### src/rtl/multi_access_counter_pkg.sv
// Shared constants for the multi-channel access counter: overflow mode
// encodings and the select-width helper.
package multi_access_counter_pkg;

  localparam int SAT_MODE  = 1;
  localparam int WRAP_MODE = 0;

  function automatic int clog2(input int n);
    int r;
    r = 0;
    for (int i = 0; i < 32; i++) begin
      if ((1 << r) < n) r = r + 1;
    end
    return r;
  endfunction

endpackage

### src/rtl/access_counter_chan.sv
// One counter channel: synchronised event input, counter with wrap or
// saturate, sticky overflow and threshold flags, snapshot shadow register.
module access_counter_chan
  import multi_access_counter_pkg::*;
#(
  parameter int WIDTH    = 10,
  parameter int SATURATE = WRAP_MODE
) (
  input  logic             clk,
  input  logic             nrst,
  input  logic             count_ena,
  input  logic             clear,
  input  logic             snap,
  input  logic             snap_clr,
  input  logic [WIDTH-1:0] threshold,
  input  logic             irq_ack,
  output logic [WIDTH-1:0] shadow,
  output logic             ovf,
  output logic             irq
);

  localparam logic [WIDTH-1:0] ALL_ONES = '1;

  logic             inc;
  logic [WIDTH-1:0] cnt_q, cnt_d;
  logic [WIDTH-1:0] shadow_q, shadow_d;
  logic             ovf_q, ovf_d;
  logic             irq_q, irq_d;
  logic             at_max, sat_hold, snap_zero, advanced;

  pulse_sync u_sync (
    .clk   (clk),
    .nrst  (nrst),
    .din   (count_ena),
    .pulse (inc)
  );

  always_comb begin
    cnt_d     = cnt_q;
    shadow_d  = shadow_q;
    ovf_d     = ovf_q;
    irq_d     = irq_q;
    at_max    = (cnt_q == ALL_ONES);
    sat_hold  = inc && at_max && (SATURATE == SAT_MODE);
    snap_zero = snap && snap_clr;
    // a snap-clear restarts from zero, so the increment always lands
    advanced  = inc && (snap_zero || !sat_hold);

    if (snap) shadow_d = cnt_q;

    if (clear) begin
      cnt_d = '0;
      ovf_d = 1'b0;
      irq_d = 1'b0;
    end else begin
      if (snap_zero)               cnt_d = inc ? WIDTH'(1) : '0;
      else if (inc && !sat_hold)   cnt_d = cnt_q + WIDTH'(1);
      if (inc && at_max)           ovf_d = 1'b1;
      if (irq_ack)                 irq_d = 1'b0;
      if (advanced && (cnt_d == threshold) && (threshold != '0))
        irq_d = 1'b1;
    end
  end

  always_ff @(posedge clk or negedge nrst) begin
    if (!nrst) begin
      cnt_q    <= '0;
      shadow_q <= '0;
      ovf_q    <= 1'b0;
      irq_q    <= 1'b0;
    end else begin
      cnt_q    <= cnt_d;
      shadow_q <= shadow_d;
      ovf_q    <= ovf_d;
      irq_q    <= irq_d;
    end
  end

  assign shadow = shadow_q;
  assign ovf    = ovf_q;
  assign irq    = irq_q;

endmodule

### src/rtl/pulse_sync.sv
// Two-flop synchroniser plus edge flop; emits a one-cycle pulse per rising
// edge of the synchronised input.
module pulse_sync (
  input  logic clk,
  input  logic nrst,
  input  logic din,
  output logic pulse
);

  // [0],[1] synchroniser, [2] edge-detect history
  logic [2:0] sync_q, sync_d;
  logic [1:0] arm_q, arm_d;
  logic       armed;

  // Edge detection stays blind until the chain has refilled after reset,
  // so a level already high at deassertion is not mistaken for an edge.
  assign armed = (arm_q == 2'd3);

  always_comb begin
    sync_d = {sync_q[1:0], din};
    arm_d  = armed ? arm_q : arm_q + 2'd1;
  end

  always_ff @(posedge clk or negedge nrst) begin
    if (!nrst) begin
      sync_q <= '0;
      arm_q  <= '0;
    end else begin
      sync_q <= sync_d;
      arm_q  <= arm_d;
    end
  end

  assign pulse = sync_q[1] & ~sync_q[2] & armed;

endmodule

### src/rtl/multi_access_counter.sv
// NCH independent access counters with coherent snapshot and a registered
// channel-select readout of the shadow registers.
module multi_access_counter
  import multi_access_counter_pkg::*;
#(
  parameter int WIDTH    = 10,
  parameter int NCH      = 4,
  parameter int SATURATE = WRAP_MODE,
  parameter int SELW     = 2
) (
  input  logic             clk,
  input  logic             nrst,
  input  logic [NCH-1:0]   count_ena,
  input  logic [NCH-1:0]   clear,
  input  logic             snap,
  input  logic             snap_clr,
  input  logic [WIDTH-1:0] threshold,
  input  logic [NCH-1:0]   irq_ack,
  input  logic [SELW-1:0]  rd_sel,
  output logic [WIDTH-1:0] rd_count,
  output logic [NCH-1:0]   ovf,
  output logic [NCH-1:0]   irq
);

  if (SELW < clog2(NCH)) begin : g_bad_selw
    $error("rd_sel too narrow for channel count");
  end

  logic [NCH-1:0][WIDTH-1:0] shadow;
  logic [WIDTH-1:0]          rd_count_q, rd_count_d;

  for (genvar i = 0; i < NCH; i++) begin : g_chan
    access_counter_chan #(
      .WIDTH    (WIDTH),
      .SATURATE (SATURATE)
    ) u_chan (
      .clk       (clk),
      .nrst      (nrst),
      .count_ena (count_ena[i]),
      .clear     (clear[i]),
      .snap      (snap),
      .snap_clr  (snap_clr),
      .threshold (threshold),
      .irq_ack   (irq_ack[i]),
      .shadow    (shadow[i]),
      .ovf       (ovf[i]),
      .irq       (irq[i])
    );
  end

  // select values past the last channel fall through to zero
  always_comb begin
    rd_count_d = '0;
    for (int i = 0; i < NCH; i++) begin
      if (rd_sel == SELW'(i)) rd_count_d = shadow[i];
    end
  end

  always_ff @(posedge clk or negedge nrst) begin
    if (!nrst) rd_count_q <= '0;
    else       rd_count_q <= rd_count_d;
  end

  assign rd_count = rd_count_q;

endmodule

### config.mk
export PLATFORM = sky130hd
export DESIGN_NAME = multi_access_counter
export DESIGN_NICKNAME = d
export VERILOG_FILES = /design/src/rtl/multi_access_counter_pkg.sv /design/src/rtl/access_counter_chan.sv /design/src/rtl/pulse_sync.sv /design/src/rtl/multi_access_counter.sv
export SDC_FILE = /design/constraint.sdc
export NUM_CORES = 1
export LEC_CHECK = 0
export ABC_CLOCK_PERIOD_IN_PS = 3150
export CAP_MARGIN = 20
export CORE_ASPECT_RATIO = 1.75
export CORE_UTILIZATION = 35
export CTS_BUF_LIST = sky130_fd_sc_hd__clkbuf_16
export CTS_CLUSTER_DIAMETER = 120
export DETAILED_ROUTE_END_ITERATION = 10
export GPL_ROUTABILITY_DRIVEN = 0
export HOLD_SLACK_MARGIN = 0.12
export PLACE_DENSITY = 0.52
export REMOVE_ABC_BUFFERS = 1
export SYNTH_ARGS = -nofsm -noshare
export SYNTH_HDL_FRONTEND = slang
export SYNTH_SLANG_ARGS = --single-unit
### constraint.sdc
create_clock -name clk -period 3.15 [get_ports clk]
set_clock_uncertainty 0.2 [all_clocks]
set_input_delay 0.4725 -clock clk [delete_from_list [all_inputs] [get_ports clk]]
set_output_delay 0.4725 -clock clk [all_outputs]
set_load 0.005 [all_outputs]
==> results of run 1 <==
==> area by class of cell <==
cell class                 count  area, µm²
clock buffer                  17        425
clock inverter                13       96.3
fill                        1649       9990
inverter                      10       37.5
multi-input combinational    400       3080
sequential                   118       2950
tap                          231        289
timing repair buffer          71        666
==> sequential cells by signal, indices dropped and copies added, names as in the netlist <==
register	cells
g_chan.u_chan.shadow	40
g_chan.u_chan.irq	4
g_chan.u_chan.u_sync.sync_q	12
g_chan.u_chan.u_sync.arm_q	8
g_chan.u_chan.ovf	4
rd_count	10
g_chan.u_chan.cnt_q	40
==> power groups by stage <==
stage	clock network, mW	registers [mW]	logic, mW
2_1_floorplan	0	1.58	0.106
6_report	1.75	1.56	0.274
3_3_place_gp	0	1.58	0.272
4_1_cts	1.79	1.56	0.277
3_5_place_dp	0	1.58	0.275
5_1_grt	1.86	1.56	0.299
==> per-stage QoR <==
step,power (mW),instances
2_1_floorplan,1.68,528
3_3_place_gp,1.86,829
3_5_place_dp,1.86,829
4_1_cts,3.63,860
5_1_grt,3.72,860
6_report,3.58,860
==> cells by family after synthesis <==
| kind of cell | count (synthesis) |
|---|---|
| AND/OR/NAND/NOR | 183 |
| flip-flops | 118 |
| AO/OA/AOI/OAI | 95 |
| multiplexers | 65 |
| buffers and inverters | 57 |
| XOR/XNOR | 49 |
| adder cells (fa/ha/maj) | 8 |
==> layout by cell type, fill, tap and decap left out, types with 4 or more instances in the layout <==
master	Yosys	routed
nand3_1	11	11
mux4_2	10	10
clkinv_2	0	4
nor3_1	7	7
o31a_1	5	5
nand2_1	31	31
nor2b_1	8	8
clkdlybuf4s50_1	0	43
nand4_1	10	10
o21ba_2	5	5
a211oi_1	4	4
inv_1	10	13
mux2_2	46	46
dfrtp_1	118	118
a31oi_1	5	5
nand2b_1	9	9
mux2i_1	9	9
o21a_1	5	5
a21oi_1	18	18
xnor2_1	33	33
o2111ai_1	4	4
nand4b_1	6	6
nand3b_1	4	4
ha_1	8	8
clkbuf_16	0	17
buf_4	8	24
or4_1	6	6
or3_1	7	7
nor2_1	50	50
nor4_1	11	11
xor2_1	15	15
o21ai_0	20	20
==> worst paths after layout <==
kind                                                    from                           endpoint  slack (ps)  cells after the start
setup / recovery            g_chan[3].u_chan.u_sync.arm_q[0]               g_chan[3].u_chan.irq         340                      7
hold / removal             g_chan[3].u_chan.u_sync.sync_q[0]  g_chan[3].u_chan.u_sync.sync_q[1]         150                      0
setup reg to reg            g_chan[3].u_chan.u_sync.arm_q[0]               g_chan[3].u_chan.irq         340                      7
hold reg to reg            g_chan[3].u_chan.u_sync.sync_q[0]  g_chan[3].u_chan.u_sync.sync_q[1]         150                      0
max in group asynchronous                               nrst          g_chan[1].u_chan.cnt_q[4]        1570                      3
min in group asynchronous                               nrst         g_chan[2].u_chan.shadow[1]         420                      2
==> layer usage <==
metal	up-vias	track usage, %	routed length [µm]
li1	2163	-	-
met1	2312	24.2	6920
met2	118	33.6	8870
met3	36	3.54	567
met4	0	11.5	872
met5	-	0	0
==> impl_metrics.prom, run 1 <==
# TYPE chip_impl_metric gauge
chip_impl_info{name="tritoncts",value="done"} 1
chip_impl_metric{name="basic_gate_share_of_the_synthesized_area_counting_and_or_nand_and_nor_cells",unit="%"} 16.2
chip_impl_metric{name="total_cts_buffers",unit=""} 17
chip_impl_metric{name="via_count_of_the_first_global_routing_pass",unit=""} 4797
chip_impl_metric{name="clkLatencyLatePin",unit="ps"} 410
chip_impl_metric{name="router_iterations_before_antenna_repair",unit=""} 5
chip_impl_metric{name="total_routed_length",unit="µm"} 17200
chip_impl_info{name="timing.critical_path.max_delay_family",value="simple AND/OR/NAND/NOR gates"} 1
chip_impl_metric{name="crit_path_max_incr_delay",unit="ps"} 570
chip_impl_metric{name="internal_power",unit="mW"} 2.71
chip_impl_metric{name="drcViolationCount",unit=""} 0
chip_impl_metric{name="yosys_register_bits",unit=""} 118
chip_impl_metric{name="rows",unit=""} 64
chip_impl_metric{name="share_clk_of_total_power",unit="%"} 48.9
chip_impl_metric{name="initial_core_util",unit="%"} 35.9
chip_impl_metric{name="final_net_count",unit=""} 654
chip_impl_metric{name="hpwl",unit="µm"} 12700
chip_impl_metric{name="clock_tree_buf_depth",unit=""} 2
chip_impl_metric{name="cts.reportedPaths.clkPinSlew",unit="ps"} 60
chip_impl_metric{name="die_y",unit="µm"} 180
chip_impl_info{name="yosysMostFrequentCell",value="dfrtp_1"} 1
chip_impl_metric{name="residual_antenna_violating_net_count_after_detailed_routing",unit=""} 0
chip_impl_metric{name="cts_setup_buffers",unit=""} 0
chip_impl_metric{name="worst_pin_slew",unit="ps"} 615
chip_impl_metric{name="vias_per_cell",unit=""} 5.38
chip_impl_info{name="rsz0062_at_grt",value="no"} 1
chip_impl_metric{name="combinationalPowerShare",unit="%"} 7.6
chip_impl_metric{name="slew_viol_final",unit=""} 0
chip_impl_metric{name="worst_slew_margin_rel",unit="%"} 58.9
chip_impl_metric{name="worst_hold_slack",unit="ps"} 148
chip_impl_metric{name="timing.final.setup_violations",unit=""} 0
chip_impl_info{name="synthDominantAreaCellType",value="dfrtp_1"} 1
chip_impl_info{name="postSynth.topFlopCell",value="dfrtp_1"} 1
chip_impl_metric{name="yosysSeqAreaShare",unit="%"} 46.9
chip_impl_metric{name="critPathBufInv",unit=""} 0
chip_impl_metric{name="die_area",unit="µm²"} 18600
chip_impl_info{name="critical_path_class",value="flop to flop"} 1
chip_impl_metric{name="max_clock_freq",unit="MHz"} 356
chip_impl_info{name="timing.hold.worst.class",value="flop to flop"} 1
chip_impl_metric{name="post_cts_resized",unit=""} 0
chip_impl_metric{name="antenna_found_initial",unit=""} 0
chip_impl_metric{name="post_synthesis_compound_gate_area_fraction",unit="%"} 10.8
chip_impl_info{name="critical_path_cell_list",value="ha_1 > nand4b_2 > or4_1 > and3_4 > a2111oi_4 > nand4_1 > o31ai_2"} 1
chip_impl_metric{name="boundaryPins",unit=""} 46
chip_impl_info{name="status",value="completed"} 1
chip_impl_metric{name="grt_max_degree",unit=""} 64
chip_impl_metric{name="netlist.area_leader.share",unit="%"} 46.9
chip_impl_metric{name="layout-drive-gt1-share",unit="%"} 20.0
chip_impl_info{name="start_kind",value="flop"} 1
chip_impl_metric{name="synth-async-reset-ratio",unit="%"} 100
chip_impl_metric{name="switching_share",unit="%"} 24.3
chip_impl_info{name="clock-root-buffer",value="clkbuf_16"} 1
chip_impl_metric{name="portBuffers",unit=""} 45
chip_impl_metric{name="flow.area_growth_from_synthesis",unit="%"} 19.7
chip_impl_metric{name="core_area",unit="µm²"} 17500
chip_impl_metric{name="yosys_warnings",unit=""} 0
chip_impl_metric{name="worst-endpoint-required",unit="ps"} 3260
chip_impl_metric{name="peakVddDrop",unit="mV"} 0.307
chip_impl_metric{name="grt_first_pass_wirelength",unit="µm"} 27600
chip_impl_metric{name="final.period_utilization",unit="%"} 89.3
chip_impl_metric{name="drt-initial-drc-count",unit=""} 211
chip_impl_metric{name="power_density",unit="nW/µm²"} 475
chip_impl_metric{name="cts.sinks",unit=""} 118
chip_impl_metric{name="synth_xor_xnor_area_share",unit="%"} 7.05
chip_impl_info{name="endpoint_kind",value="flop"} 1
chip_impl_metric{name="critical_path_peak_fanout",unit=""} 12
chip_impl_metric{name="syn_inst",unit=""} 575
chip_impl_metric{name="syn_area_per_cell",unit="µm²"} 11.0
chip_impl_metric{name="grt.total_usage",unit="%"} 20.3
chip_impl_metric{name="post-route-util",unit="%"} 43.0
chip_impl_metric{name="hold_viol_final",unit=""} 0
chip_impl_info{name="synth.area.top_cells",value="dfrtp_1 47%, mux2_2 8.2%, xnor2_1 4.6%"} 1
chip_impl_metric{name="h-tree-depth",unit=""} 4
chip_impl_metric{name="n_antenna_cell",unit=""} 0
chip_impl_metric{name="placed_cell_area",unit="µm²"} 7010
chip_impl_info{name="post_synth_most_frequent_cells",value="118 x dfrtp_1, 50 x nor2_1, 46 x mux2_2, 33 x xnor2_1, 31 x nand2_1"} 1
chip_impl_metric{name="power.sequential.fraction",unit="%"} 43.5
chip_impl_metric{name="leakage",unit="nW"} 3.10
chip_impl_metric{name="yosysUniqueCellTypes",unit=""} 71
chip_impl_metric{name="final_cell_area",unit="µm²"} 7550
chip_impl_info{name="synth_top_family_by_area",value="simple AND/OR/NAND/NOR gates"} 1
chip_impl_metric{name="via_count",unit=""} 4629
chip_impl_metric{name="critPathArrivalTime",unit="ps"} 2930
chip_impl_metric{name="quantity_of_hold_fixing_buffers_added_after_cts",unit=""} 1
chip_impl_info{name="critical_path.slowest_cell",value="or4_1"} 1
chip_impl_metric{name="post_synth_mux_area_share",unit="%"} 13.2
chip_impl_metric{name="p_switching",unit="mW"} 0.871
chip_impl_metric{name="fin_tns_setup",unit="ps"} 0
chip_impl_metric{name="pre_cts_ws",unit="ps"} 261
chip_impl_metric{name="die_x",unit="µm"} 103
chip_impl_metric{name="layout_setup_ws",unit="ps"} 338
chip_impl_metric{name="drv_cap",unit=""} 0
chip_impl_metric{name="synth_area",unit="µm²"} 6300
chip_impl_metric{name="gr-total-overflow",unit=""} 0
chip_impl_metric{name="synthAdderAreaFrac",unit="%"} 1.59
chip_impl_metric{name="number_of_synthesized_flops_with_an_enable_pin",unit=""} 0
chip_impl_metric{name="layout_min_cycle_time",unit="ps"} 2810
chip_impl_metric{name="detail_route.wl_per_cell",unit="µm"} 20.0
No activity file was read; power rests on OpenSTA's default activity.
==> run 2, diff against run 1 <==
--- a/config.mk
+++ b/config.mk
@@ -6,7 +6,7 @@
 export NUM_CORES = 1
 export LEC_CHECK = 0
 export ABC_CLOCK_PERIOD_IN_PS = 3150
-export CAP_MARGIN = 20
+export CAP_MARGIN = 10
 export CORE_ASPECT_RATIO = 1.75
 export CORE_UTILIZATION = 35
 export CTS_BUF_LIST = sky130_fd_sc_hd__clkbuf_16
==> results of run 2 <==
Same layout as run 1: the final DEF is identical, and so are final timing and power.
==> run 3, diff against run 2 <==
--- a/config.mk
+++ b/config.mk
@@ -12,10 +12,12 @@
 export CTS_BUF_LIST = sky130_fd_sc_hd__clkbuf_16
 export CTS_CLUSTER_DIAMETER = 120
 export DETAILED_ROUTE_END_ITERATION = 10
+export DONT_BUFFER_PORTS = 1
 export GPL_ROUTABILITY_DRIVEN = 0
 export HOLD_SLACK_MARGIN = 0.12
-export PLACE_DENSITY = 0.52
+export PLACE_DENSITY = 0.49
 export REMOVE_ABC_BUFFERS = 1
+export SKIP_LAST_GASP = 1
 export SYNTH_ARGS = -nofsm -noshare
 export SYNTH_HDL_FRONTEND = slang
 export SYNTH_SLANG_ARGS = --single-unit
==> run 3 against run 2 <==
  * The flow now finishes with violations (hold timing)
  * Via count shrank 1.1%
  * Register-to-register slack lost 230 ps
  * Global-route usage grew 0.11 points
  * First-iteration DRC count grew 24%
  * Combinational power shrank 33%
  * Flip-flop and latch count is the same
  * Cell count shrank 4.5%
  * Count of clock-buffer cells in the layout is the same
  * Critical path depth grew 1
  * Setup slack lost 230 ps
  * Die area is the same
  * Critical path type unchanged
  * Largest cell class unchanged
==> impl_metrics.prom, run 3 (synthesis gave the netlist of run 1 again) <==
# TYPE chip_impl_metric gauge
chip_impl_info{name="status",value="finished, violations left"} 1
chip_impl_info{name="violated_checks",value="hold timing"} 1
chip_impl_metric{name="internal_power",unit="mW"} 2.76
chip_impl_metric{name="switching_share",unit="%"} 22.7
chip_impl_metric{name="grt.total_usage",unit="%"} 20.4
chip_impl_metric{name="leakage",unit="nW"} 2.96
chip_impl_metric{name="share_clk_of_total_power",unit="%"} 51.3
chip_impl_metric{name="worst-endpoint-required",unit="ps"} 3310
chip_impl_metric{name="final.period_utilization",unit="%"} 96.4
chip_impl_metric{name="die_y",unit="µm"} 180
chip_impl_info{name="r2r-start",value="g_chan[2].u_chan.cnt_q[1]"} 1
chip_impl_metric{name="residual_antenna_violating_net_count_after_detailed_routing",unit=""} 0
chip_impl_info{name="timing.hold.worst.class",value="primary input to async pin"} 1
chip_impl_metric{name="drcViolationCount",unit=""} 0
chip_impl_metric{name="hpwl",unit="µm"} 12000
chip_impl_metric{name="critPathArrivalTime",unit="ps"} 3190
chip_impl_metric{name="worst_hold_slack",unit="ps"} -451
chip_impl_metric{name="initial_core_util",unit="%"} 35.9
chip_impl_metric{name="via_count",unit=""} 4577
chip_impl_metric{name="clkLatencyLatePin",unit="ps"} 420
chip_impl_info{name="rsz0062_at_grt",value="yes"} 1
chip_impl_info{name="start_kind",value="flop"} 1
chip_impl_metric{name="worst_slew_margin_rel",unit="%"} 51.5
chip_impl_metric{name="boundaryPins",unit=""} 46
chip_impl_metric{name="total_cts_buffers",unit=""} 17
chip_impl_metric{name="peakVddDrop",unit="mV"} 0.290
chip_impl_info{name="tritoncts",value="done"} 1
chip_impl_metric{name="cts.reportedPaths.clkPinSlew",unit="ps"} 60
chip_impl_metric{name="total_routed_length",unit="µm"} 17600
chip_impl_metric{name="power_density",unit="nW/µm²"} 495
chip_impl_info{name="reg2reg_to",value="g_chan[2].u_chan.irq"} 1
chip_impl_info{name="critical_path.slowest_cell",value="dlygate4sd3_1"} 1
chip_impl_info{name="layout_common_cells",value="118 x dfrtp_1, 48 x nor2_1, 46 x mux2_2, 32 x xnor2_1, 31 x nand2_1"} 1
chip_impl_metric{name="combinationalPowerShare",unit="%"} 5.1
chip_impl_metric{name="layout_min_cycle_time",unit="ps"} 3040
chip_impl_metric{name="timing.final.setup_violations",unit=""} 0
chip_impl_metric{name="drt-initial-drc-count",unit=""} 261
chip_impl_info{name="crit_end",value="g_chan[2].u_chan.irq"} 1
chip_impl_metric{name="fin_tns_setup",unit="ps"} 0
chip_impl_metric{name="layout-drive-gt1-share",unit="%"} 19.3
chip_impl_metric{name="grt_max_degree",unit=""} 119
chip_impl_metric{name="antenna_found_initial",unit=""} 0
chip_impl_metric{name="cts.sinks",unit=""} 118
chip_impl_metric{name="max_clock_freq",unit="MHz"} 329
chip_impl_metric{name="ff2ff_path_depth",unit=""} 8
chip_impl_metric{name="router_iterations_before_antenna_repair",unit=""} 4
chip_impl_info{name="crit_start",value="g_chan[2].u_chan.cnt_q[1]"} 1
chip_impl_metric{name="p_switching",unit="mW"} 0.809
chip_impl_metric{name="grt_first_pass_wirelength",unit="µm"} 27400
chip_impl_metric{name="clock_tree_buf_depth",unit=""} 2
chip_impl_metric{name="critical_path_peak_fanout",unit=""} 4
chip_impl_metric{name="slew_viol_final",unit=""} 0
chip_impl_metric{name="drv_cap",unit=""} 0
chip_impl_metric{name="gr-total-overflow",unit=""} 0
chip_impl_metric{name="design_power",unit="mW"} 3.57
chip_impl_metric{name="die_x",unit="µm"} 103
chip_impl_metric{name="n_antenna_cell",unit=""} 0
chip_impl_metric{name="vias_per_cell",unit=""} 5.57
chip_impl_metric{name="via_count_of_the_first_global_routing_pass",unit=""} 4645
chip_impl_info{name="critical_path_class",value="flop to flop"} 1
chip_impl_info{name="endpoint_kind",value="flop"} 1
chip_impl_metric{name="quantity_of_hold_fixing_buffers_added_after_cts",unit=""} 21
chip_impl_info{name="leading_cell_type_in_the_layout_fill_and_taps_excluded",value="dfrtp_1"} 1
chip_impl_info{name="clock-root-buffer",value="clkbuf_16"} 1
chip_impl_metric{name="die_area",unit="µm²"} 18600
chip_impl_metric{name="portBuffers",unit=""} 0
chip_impl_metric{name="h-tree-depth",unit=""} 4
chip_impl_metric{name="detail_route.wl_per_cell",unit="µm"} 21.4
chip_impl_metric{name="crit_path_max_incr_delay",unit="ps"} 550
chip_impl_metric{name="core_area",unit="µm²"} 17500
chip_impl_metric{name="rows",unit=""} 64
chip_impl_metric{name="hold_viol_final",unit=""} 118
chip_impl_info{name="critical_path_cell_list",value="ha_1 > nand4b_1 > xnor2_2 > mux2_2 > a2111oi_1 > o2111ai_1 > o21ai_1 > dlygate4sd3_1"} 1
chip_impl_metric{name="r2r_setup_slack",unit="ps"} 110
chip_impl_metric{name="final_net_count",unit=""} 614
chip_impl_metric{name="flow.area_growth_from_synthesis",unit="%"} 14.6
chip_impl_metric{name="power.sequential.fraction",unit="%"} 43.6
chip_impl_metric{name="worst_pin_slew",unit="ps"} 725
run 3: cell type report:
cell class	instances	area, µm²
Fill cell	1653	10300
Sequential cell	118	2950
Tap cell	231	289
Clock inverter	14	121
Multi-Input combinational cell	400	3100
Timing Repair Buffer	31	295
Inverter	10	37.5
Clock buffer	17	425
run 3: through the flow:
stage | std cells | instance area [µm²] | util (%) | hold slack [ps] | setup slack [ps]
2_1_floorplan | 528 | 6070 | - | -23.1 | 487
3_3_place_gp | 765 | 6400 | 36.5 | -17.8 | 438
3_5_place_dp | 765 | 6400 | 36.5 | -17.4 | 351
4_1_cts | 817 | 7170 | 40.9 | -467 | 46.6
5_1_grt | 821 | 7220 | 41.2 | -475 | -112
6_report | 821 | 7220 | 41.2 | -451 | 113
run 3: metal layers:
layer | global-route usage, % | vias to the layer above | wire length (µm)
met3 | 4.74 | 21 | 793
met5 | 0 | - | 0
li1 | - | 2083 | -
met2 | 35.0 | 119 | 9450
met4 | 7.15 | 0 | 361
met1 | 24.4 | 2354 | 6980
run 3: how the worst min path moves through the flow:
stage	startpoint	to	slack, ps	cells past startpoint
after CTS	nrst	rd_count[4]	-470	0
after floorplan	nrst	g_chan[0].u_chan.cnt_q[0]	-20	0
after detailed placement	nrst	g_chan[3].u_chan.u_sync.sync_q[0]	-20	0
final	nrst	g_chan[3].u_chan.cnt_q[2]	-450	0
after global routing	nrst	g_chan[3].u_chan.cnt_q[2]	-470	0
after global placement	nrst	g_chan[3].u_chan.u_sync.sync_q[0]	-20	0
run 3: what timing repair did:
action,4_1_cts,5_1_grt
setup endpoints to repair,0,2
buffers inserted,0,4
resized for setup,0,5
endpoints found under the hold margin,185,118
run 3: power by group through the flow:
stage          Combinational, mW  Clock [mW]  Sequential, mW
6_report                   0.184        1.83            1.56
2_1_floorplan              0.106           0            1.58
5_1_grt                    0.199        1.93            1.56
4_1_cts                    0.182        1.87            1.56
3_3_place_gp               0.135           0            1.58
3_5_place_dp               0.137           0            1.58
run 3: worst max-delay path, delay by kind of cell, from the launching register on:
kind | cells | cell delay [ps]
fa+ha+maj | 1 | 240
xor+xnor | 1 | 240
flops | 1 | 430
mux | 1 | 360
simple gates | 1 | 260
buf+inv | 1 | 550
compound gates | 3 | 690
